==> src/rtl/ps2_mouse_packet_decoder_if.sv <==
// rtl/ps2_mouse_packet_decoder_if.sv - byte stream in / decoded packet and cursor out
//
// Ports:
//   received_data, received_data_en : byte stream from the PS/2 receiver
//   recenter                        : request to put the cursor back at its home position
//   pkt_valid, btn_*, dx, dy, *_ovf : decoded packet fields
//   cursor_x, cursor_y              : clamped cursor position
//   sync_err                        : saturating count of discarded bytes and timeouts
// modport master: byte source / packet consumer side; modport slave: the decoder.
interface ps2_mouse_packet_decoder_if #(
    parameter int X_W = 10,
    parameter int Y_W = 10
);
    logic [7:0]     received_data;
    logic           received_data_en;
    logic           recenter;
    logic           pkt_valid;
    logic           btn_left;
    logic           btn_right;
    logic           btn_middle;
    logic [8:0]     dx;
    logic [8:0]     dy;
    logic           x_ovf;
    logic           y_ovf;
    logic [X_W-1:0] cursor_x;
    logic [Y_W-1:0] cursor_y;
    logic [7:0]     sync_err;

    modport master (
        output received_data, received_data_en, recenter,
        input  pkt_valid, btn_left, btn_right, btn_middle, dx, dy,
               x_ovf, y_ovf, cursor_x, cursor_y, sync_err
    );

    modport slave (
        input  received_data, received_data_en, recenter,
        output pkt_valid, btn_left, btn_right, btn_middle, dx, dy,
               x_ovf, y_ovf, cursor_x, cursor_y, sync_err
    );
endinterface

==> src/rtl/ps2_mouse_packet_decoder.sv <==
// rtl/ps2_mouse_packet_decoder.sv - 3-byte PS/2 mouse packet decoder with clamped cursor
//
// Ports:
//   CLOCK_50 : system clock, rising edge
//   reset    : asynchronous active-high reset
//   bus      : ps2_mouse_packet_decoder_if.slave (byte stream in, decoded packet and cursor out)
// Byte 0 is recognised by bit 3 set; stray bytes and inter-byte timeouts bump sync_err.
module ps2_mouse_packet_decoder #(
    parameter int X_W            = 10,
    parameter int Y_W            = 10,
    parameter int SCREEN_W       = 640,
    parameter int SCREEN_H       = 480,
    parameter int INIT_X         = 320,
    parameter int INIT_Y         = 240,
    parameter int TIMEOUT_CYCLES = 1000000,
    parameter int SHIFT          = 0
) (
    input  logic CLOCK_50,
    input  logic reset,
    ps2_mouse_packet_decoder_if.slave bus
);
    localparam int CNT_W = $clog2(TIMEOUT_CYCLES) + 1;
    localparam logic [CNT_W-1:0] CNT_LAST = CNT_W'(TIMEOUT_CYCLES - 1);
    localparam logic signed [X_W+1:0] X_MAX = (X_W+2)'(SCREEN_W - 1);
    localparam logic signed [Y_W+1:0] Y_MAX = (Y_W+2)'(SCREEN_H - 1);

    typedef enum logic [1:0] {WAIT_B0, WAIT_B1, WAIT_B2} state_t;

    state_t           state;
    logic [CNT_W-1:0] cnt;
    // Byte 0 without its always-one sync bit: {y_ovf, x_ovf, y_sign, x_sign, mid, right, left}
    logic [6:0]       hdr_q;
    logic [7:0]       byte1_q;

    logic signed [8:0]     dx_s, dy_s, dx_sh, dy_sh;
    logic signed [X_W+1:0] eff_dx, x_sum;
    logic signed [Y_W+1:0] eff_dy, y_sum;
    logic [X_W-1:0]        x_next;
    logic [Y_W-1:0]        y_next;
    logic                  strobe, expired;

    assign strobe  = bus.received_data_en;
    assign expired = (cnt == CNT_LAST);

    always_comb begin
        dx_s  = {hdr_q[3], byte1_q};
        dy_s  = {hdr_q[4], bus.received_data};
        dx_sh = dx_s >>> SHIFT;
        dy_sh = dy_s >>> SHIFT;
        eff_dx = hdr_q[5] ? '0 : {{(X_W-7){dx_sh[8]}}, dx_sh};
        eff_dy = hdr_q[6] ? '0 : {{(Y_W-7){dy_sh[8]}}, dy_sh};
        // Screen Y grows downward while mouse Y is positive upward.
        x_sum = $signed({2'b00, bus.cursor_x}) + eff_dx;
        y_sum = $signed({2'b00, bus.cursor_y}) - eff_dy;
        if (x_sum[X_W+1])     x_next = '0;
        else if (x_sum > X_MAX) x_next = X_MAX[X_W-1:0];
        else                  x_next = x_sum[X_W-1:0];
        if (y_sum[Y_W+1])     y_next = '0;
        else if (y_sum > Y_MAX) y_next = Y_MAX[Y_W-1:0];
        else                  y_next = y_sum[Y_W-1:0];
    end

    always_ff @(posedge CLOCK_50 or posedge reset) begin
        if (reset) begin
            state          <= WAIT_B0;
            cnt            <= '0;
            hdr_q          <= '0;
            byte1_q        <= '0;
            bus.pkt_valid  <= 1'b0;
            bus.btn_left   <= 1'b0;
            bus.btn_right  <= 1'b0;
            bus.btn_middle <= 1'b0;
            bus.dx         <= '0;
            bus.dy         <= '0;
            bus.x_ovf      <= 1'b0;
            bus.y_ovf      <= 1'b0;
            bus.cursor_x   <= X_W'(INIT_X);
            bus.cursor_y   <= Y_W'(INIT_Y);
            bus.sync_err   <= '0;
        end else begin
            bus.pkt_valid <= 1'b0;
            case (state)
                WAIT_B0: begin
                    cnt <= '0;
                    if (strobe) begin
                        if (bus.received_data[3]) begin
                            hdr_q <= {bus.received_data[7:4], bus.received_data[2:0]};
                            state <= WAIT_B1;
                        end else if (bus.sync_err != 8'hFF) begin
                            bus.sync_err <= bus.sync_err + 8'd1;
                        end
                    end
                end
                WAIT_B1, WAIT_B2: begin
                    // A strobe in the expiry cycle is taken; the timeout only fires on an idle cycle.
                    if (strobe) begin
                        cnt <= '0;
                        if (state == WAIT_B1) begin
                            byte1_q <= bus.received_data;
                            state   <= WAIT_B2;
                        end else begin
                            bus.pkt_valid  <= 1'b1;
                            bus.btn_left   <= hdr_q[0];
                            bus.btn_right  <= hdr_q[1];
                            bus.btn_middle <= hdr_q[2];
                            bus.dx         <= dx_s;
                            bus.dy         <= dy_s;
                            bus.x_ovf      <= hdr_q[5];
                            bus.y_ovf      <= hdr_q[6];
                            bus.cursor_x   <= x_next;
                            bus.cursor_y   <= y_next;
                            state          <= WAIT_B0;
                        end
                    end else if (expired) begin
                        cnt   <= '0;
                        state <= WAIT_B0;
                        if (bus.sync_err != 8'hFF)
                            bus.sync_err <= bus.sync_err + 8'd1;
                    end else begin
                        cnt <= cnt + 1'b1;
                    end
                end
                default: state <= WAIT_B0;
            endcase
            // Later assignment overrides a same-cycle packet update of the cursor.
            if (bus.recenter) begin
                bus.cursor_x <= X_W'(INIT_X);
                bus.cursor_y <= Y_W'(INIT_Y);
            end
        end
    end
endmodule

==> src/flat_wrapper.sv <==
// flat-port wrapper written by rule: the top's interface ports become plain ports
module ps2_mouse_packet_decoder_flat 
#(
    parameter int X_W            = 10,
    parameter int Y_W            = 10,
    parameter int SCREEN_W       = 640,
    parameter int SCREEN_H       = 480,
    parameter int INIT_X         = 320,
    parameter int INIT_Y         = 240,
    parameter int TIMEOUT_CYCLES = 1000000,
    parameter int SHIFT          = 0
)
  (CLOCK_50, reset, bus_received_data, bus_received_data_en, bus_recenter, bus_pkt_valid, bus_btn_left, bus_btn_right, bus_btn_middle, bus_dx, bus_dy, bus_x_ovf, bus_y_ovf, bus_cursor_x, bus_cursor_y, bus_sync_err);
  ps2_mouse_packet_decoder_if #(.X_W(X_W), .Y_W(Y_W)) bus_i ();
  input  logic CLOCK_50;
  input  logic reset;
  input wire logic [$bits(bus_i.received_data)-1:0] bus_received_data;
  input wire logic [$bits(bus_i.received_data_en)-1:0] bus_received_data_en;
  input wire logic [$bits(bus_i.recenter)-1:0] bus_recenter;
  output wire logic [$bits(bus_i.pkt_valid)-1:0] bus_pkt_valid;
  output wire logic [$bits(bus_i.btn_left)-1:0] bus_btn_left;
  output wire logic [$bits(bus_i.btn_right)-1:0] bus_btn_right;
  output wire logic [$bits(bus_i.btn_middle)-1:0] bus_btn_middle;
  output wire logic [$bits(bus_i.dx)-1:0] bus_dx;
  output wire logic [$bits(bus_i.dy)-1:0] bus_dy;
  output wire logic [$bits(bus_i.x_ovf)-1:0] bus_x_ovf;
  output wire logic [$bits(bus_i.y_ovf)-1:0] bus_y_ovf;
  output wire logic [$bits(bus_i.cursor_x)-1:0] bus_cursor_x;
  output wire logic [$bits(bus_i.cursor_y)-1:0] bus_cursor_y;
  output wire logic [$bits(bus_i.sync_err)-1:0] bus_sync_err;
  assign bus_i.received_data = bus_received_data;
  assign bus_i.received_data_en = bus_received_data_en;
  assign bus_i.recenter = bus_recenter;
  assign bus_pkt_valid = bus_i.pkt_valid;
  assign bus_btn_left = bus_i.btn_left;
  assign bus_btn_right = bus_i.btn_right;
  assign bus_btn_middle = bus_i.btn_middle;
  assign bus_dx = bus_i.dx;
  assign bus_dy = bus_i.dy;
  assign bus_x_ovf = bus_i.x_ovf;
  assign bus_y_ovf = bus_i.y_ovf;
  assign bus_cursor_x = bus_i.cursor_x;
  assign bus_cursor_y = bus_i.cursor_y;
  assign bus_sync_err = bus_i.sync_err;
  ps2_mouse_packet_decoder #(.X_W(X_W), .Y_W(Y_W), .SCREEN_W(SCREEN_W), .SCREEN_H(SCREEN_H), .INIT_X(INIT_X), .INIT_Y(INIT_Y), .TIMEOUT_CYCLES(TIMEOUT_CYCLES), .SHIFT(SHIFT)) u_core (.CLOCK_50(CLOCK_50), .reset(reset), .bus(bus_i));
endmodule
==> config.mk <==
export PLATFORM = sky130hd
export DESIGN_NAME = ps2_mouse_packet_decoder_flat
export DESIGN_NICKNAME = d
export VERILOG_FILES = /design/src/rtl/ps2_mouse_packet_decoder_if.sv /design/src/rtl/ps2_mouse_packet_decoder.sv /design/src/flat_wrapper.sv
export SDC_FILE = /design/constraint.sdc
export NUM_CORES = 1
export LEC_CHECK = 0
export CELL_PAD_IN_SITES_DETAIL_PLACEMENT = 1
export CELL_PAD_IN_SITES_GLOBAL_PLACEMENT = 2
export CORE_ASPECT_RATIO = 1.25
export CORE_MARGIN = 10
export CORE_UTILIZATION = 38
export DETAILED_ROUTE_END_ITERATION = 8
export GPL_TIMING_DRIVEN = 1
export HOLD_SLACK_MARGIN = 0.08
export PLACE_DENSITY_LB_ADDON = 0.25
export SYNTH_ARGS = -nofsm -noshare
export SYNTH_HDL_FRONTEND = slang
export SYNTH_SLANG_ARGS = --single-unit
==> constraint.sdc <==
create_clock -name CLOCK_50 -period 6.3 [get_ports CLOCK_50]
set_clock_uncertainty 0.2 [all_clocks]
set_input_delay 0.945 -clock CLOCK_50 [delete_from_list [all_inputs] [get_ports CLOCK_50]]
set_output_delay 0.945 -clock CLOCK_50 [all_outputs]
set_load 0.02 [all_outputs]
==> flow_summary_export.csv <==
group,metric,value,unit
logic_synthesis,netlist.area_leader.share,41.5,%
sta,hold_slack,0.265,ns
grt,grt_max_degree,68,
drt,routed_wl,13.9,mm
logic_synthesis,syn-cell-area,0.00506,mm^2
sta,max_freq,0.257,GHz
logic_synthesis,ys_top_cells_by_area,"dfrtp_1 42%, nand2_1 7.7%, ha_1 6.9%",
logic_synthesis,synth_warnings,0,
logic_synthesis,yosysTopAreaCell,"dfrtp_1",
critical_path,critPathLaunchType,"input pin",
cells_and_area,area_delta_synth_final,21.3,%
drt,drtIter0Drc,126,
die,rows,47,
critical_path,worst-path-buf-inv,2,
grt,grt.met3_usage,2.95,%
clock_network,cts_setup_buffers,0,
drt,drc,0,
critical_path,crit_family,"compound AO/OA/AOI/OAI gates",
clock_network,cts_sinks,90,
critical_path,critPathSlowestCell,"clkdlybuf4s50_1",
critical_path,crit_path_end,"u_core.bus.cursor_y[4]$_DFFE_PP1P_",
critical_path,crit_path_start,"bus_received_data[0]",
critical_path,r2r_slack,2.89,ns
die,fp.dieH,149,um
critical_path,slowest_delay,0.54,ns
die,start_util,38.4,%
cells_and_area,final_nets,632,
drt,post_drt_wl_per_cell,18.1,um
logic_synthesis,synth-seq-area-share,44.6,%
grt,grt_overflow,0,
critical_path,worstPathMaxFanout,6,
critical_path,cp.depth,12,
logic_synthesis,syn_inst,528,
placed_design,port_buffers,63,
grt,first_global_vias,4415,
job,cap_violations,0,
placed_design,place_hpwl,10.6,mm
logic_synthesis,synth_fp_nets,570,
critical_path,cp_data_required_time,6.34,ns
grt,grt.met2_usage,29.3,%
grt,antenna_found_initial,0,
min_path,min_from,"u_core.hdr_q[1]$_DFFE_PP0P_",
clock_network,cts.path.max_buffers,2,
logic_synthesis,synthFlopType,"dfrtp_1",
sta,maxSlewHeadroom,20.4,%
cells_and_area,antenna_cells,0,
pwr,power_density,537,mW/mm^2
run_status,outcome,"finished clean",
logic_synthesis,synth_seq_cells,90,
min_path,hp-class,"register to register",
sta,hold_viol,0,
logic_synthesis,avgSynthCellArea,9.59,um^2
logic_synthesis,async_flop_share,100,%
pwr,peakVddDrop,0.196,mV
grt,grt-busiest-layer,"met2",
critical_path,arrival,3.93,ns
cells_and_area,nFillCells,1528,
sta,fin_crit_sh,61.8,%
cells_and_area,drive_above_1_share,8.59,%
drt,vias_per_cell,5.25,
pwr,total_leakage_power,0.00269,uW
sta,finalSetupViolCount,0,
cells_and_area,fin_area,0.00614,mm^2
grt,grt_pass1_wl,23.1,mm
critical_path,critical_path_class,"input pin to register",
clock_network,clock_latency,0.34,ns
die,core_area,0.0132,mm^2
sta,rsz0062_at_grt,"false",
clock_network,cts_resized,0,
placed_design,placed_area,0.00587,mm^2
critical_path,ff2ff_path_depth,9,
sta,slew_viol_final,0,
clock_network,cts_buffers,9,
clock_network,ctsHoldBuffers,0,
cells_and_area,utilization,46.6,%
drt,dr.pass1.iters,4,
placed_design,place.gp.congestion,0.851,
grt,grtUsageMet1,17.2,%
die,die_area,0.0184,mm^2
logic_synthesis,synth-edff-count,0,
critical_path,r2r_start,"u_core.state[0]$_DFFE_PP0P_",
sta,setup_tns,0,ns
critical_path,r2r_end,"u_core.bus.cursor_y[0]$_DFFE_PP0P_",
critical_path,worstPathCellList,"clkdlybuf4s50_1 > nor2b_1 > ha_1 > inv_1 > fa_1 > a211oi_1 > o21bai_1 > a311oi_1 > xnor2_1 > nand4_1 > nor3b_4 > a222oi_1",
drt,drtAntennaViolNets,0,
die,ios,64,
grt,track_usage,15.8,%
die,dieWidth,123,um
clock_network,h-tree-depth,3,
clock_network,worst_setup_hold_path_clk_slew,0.06,ns
clock_network,cts-root-buf,"clkbuf_16",
sta,worst_pin_slew,1.19,ns
clock_network,cts_tree,"yes",
critical_path,cp-end-kind,"register",
drt,vias,4019,
sta,min_period,3.89,ns
logic_synthesis,synth_cell_type_count,66,
==> report_power, final <==
group	internal (uW)	total (uW)	switching (uW)	leakage (uW)
clock network	287	508	221	0.000132
registers	779	957	178	0.00116
logic	790	1830	1040	0.00140
==> synth_stat cells, types with 6 or more instances <==
library cell    n
a21oi_1        19
and3_1          6
clkbuf_1        9
dfrtp_1        84
dfstp_2         6
ha_1           28
inv_1          15
mux2_2         17
nand2_1       104
nand2b_1       15
nand3_1        15
nor2_1         40
nor2b_1        13
nor3_1          8
o211ai_1        6
o21ai_0        14
xnor2_1        26
xor2_1         17
==> registers in the layout, summed over array words and instances (netlist names), 7 cells and up <==
signal	count
u_core.bus.cursor_x	10
u_core.bus.cursor_y	10
u_core.bus.dx	9
u_core.bus.dy	9
u_core.bus.sync_err	8
u_core.byte1_q	8
u_core.cnt	21
u_core.hdr_q	7
==> worst min-delay path by stage <==
stage	end	cells after the start
5_1_grt	u_core.bus.btn_right$_DFFE_PP0P_	2
6_report	u_core.bus.btn_right$_DFFE_PP0P_	2
4_1_cts	u_core.bus.btn_right$_DFFE_PP0P_	2
3_3_place_gp	u_core.bus.btn_right$_DFFE_PP0P_	2
3_5_place_dp	u_core.bus.dx[7]$_DFFE_PP0P_	2
2_1_floorplan	u_core.bus.btn_left$_DFFE_PP0P_	2
==> worst register-to-register path, cell delays in order, from the launching register on <==
cell,delay [ns]
dfrtp_1,0.40
inv_1,0.06
ha_1,0.40
nand2_1,0.10
or2_2,0.53
clkinv_1,0.19
nor2_1,0.93
nand2_1,0.17
and2_0,0.21
a22oi_1,0.15
==> final cells by class <==
type                    instances  area (um^2)  share of cell area [%]
multi-input cells             408         2690                    43.8
flip-flops and latches         90         2260                    36.8
repair buffers                 65          646                    10.5
clock buffers                  13          260                    4.24
well taps                     171          214                    3.48
inverters                      16         61.3                   0.999
clock inverters                 2         12.5                   0.204
==> layer usage <==
metal	wire, um	part of all wire [%]
met1	5530	40
met4	236	1.7
met2	7660	55
met3	437	3.2
met5	0	0
==> metrics by stage <==
step / power, uW / setup WS [ns] / instances
6_report: 3300 / 2.41 / 765
3_3_place_gp: 2760 / 2.22 / 750
4_1_cts: 3340 / 2.43 / 765
2_1_floorplan: 2190 / 2.83 / 528
5_1_grt: 3570 / 2.16 / 765
3_5_place_dp: 2810 / 2.07 / 750
==> cell families after synthesis <==
group	count (synthesis)	synth area share, %
compound gates	82	11.5
xor+xnor	44	7.76
fa+ha+maj	30	7.71
buf+inv	30	2.30
flops	90	44.6
mux	18	3.98
simple gates	234	22.1
==> placed cells by master, fill, tap and decap left out, drive strengths merged, types with 3 or more instances in the layout <==
master / count
or3: 5
nor2: 41
and2: 3
a21o: 4
nor3b: 3
nor3: 8
a22oi: 4
ha: 28
o22ai: 3
nand2: 105
nor2b: 13
xor2: 17
o211ai: 6
nand3: 15
dfstp: 6
dfrtp: 84
clkdlybuf4s50: 63
clkinv: 3
mux2: 17
nand4b: 3
a21oi: 20
clkbuf: 13
o21ai: 17
inv: 14
o31ai: 5
nand4: 5
and3: 7
and4: 3
a211oi: 3
xnor2: 27
nand2b: 15
o21a: 5
No activity file was read; power rests on OpenSTA's default activity.
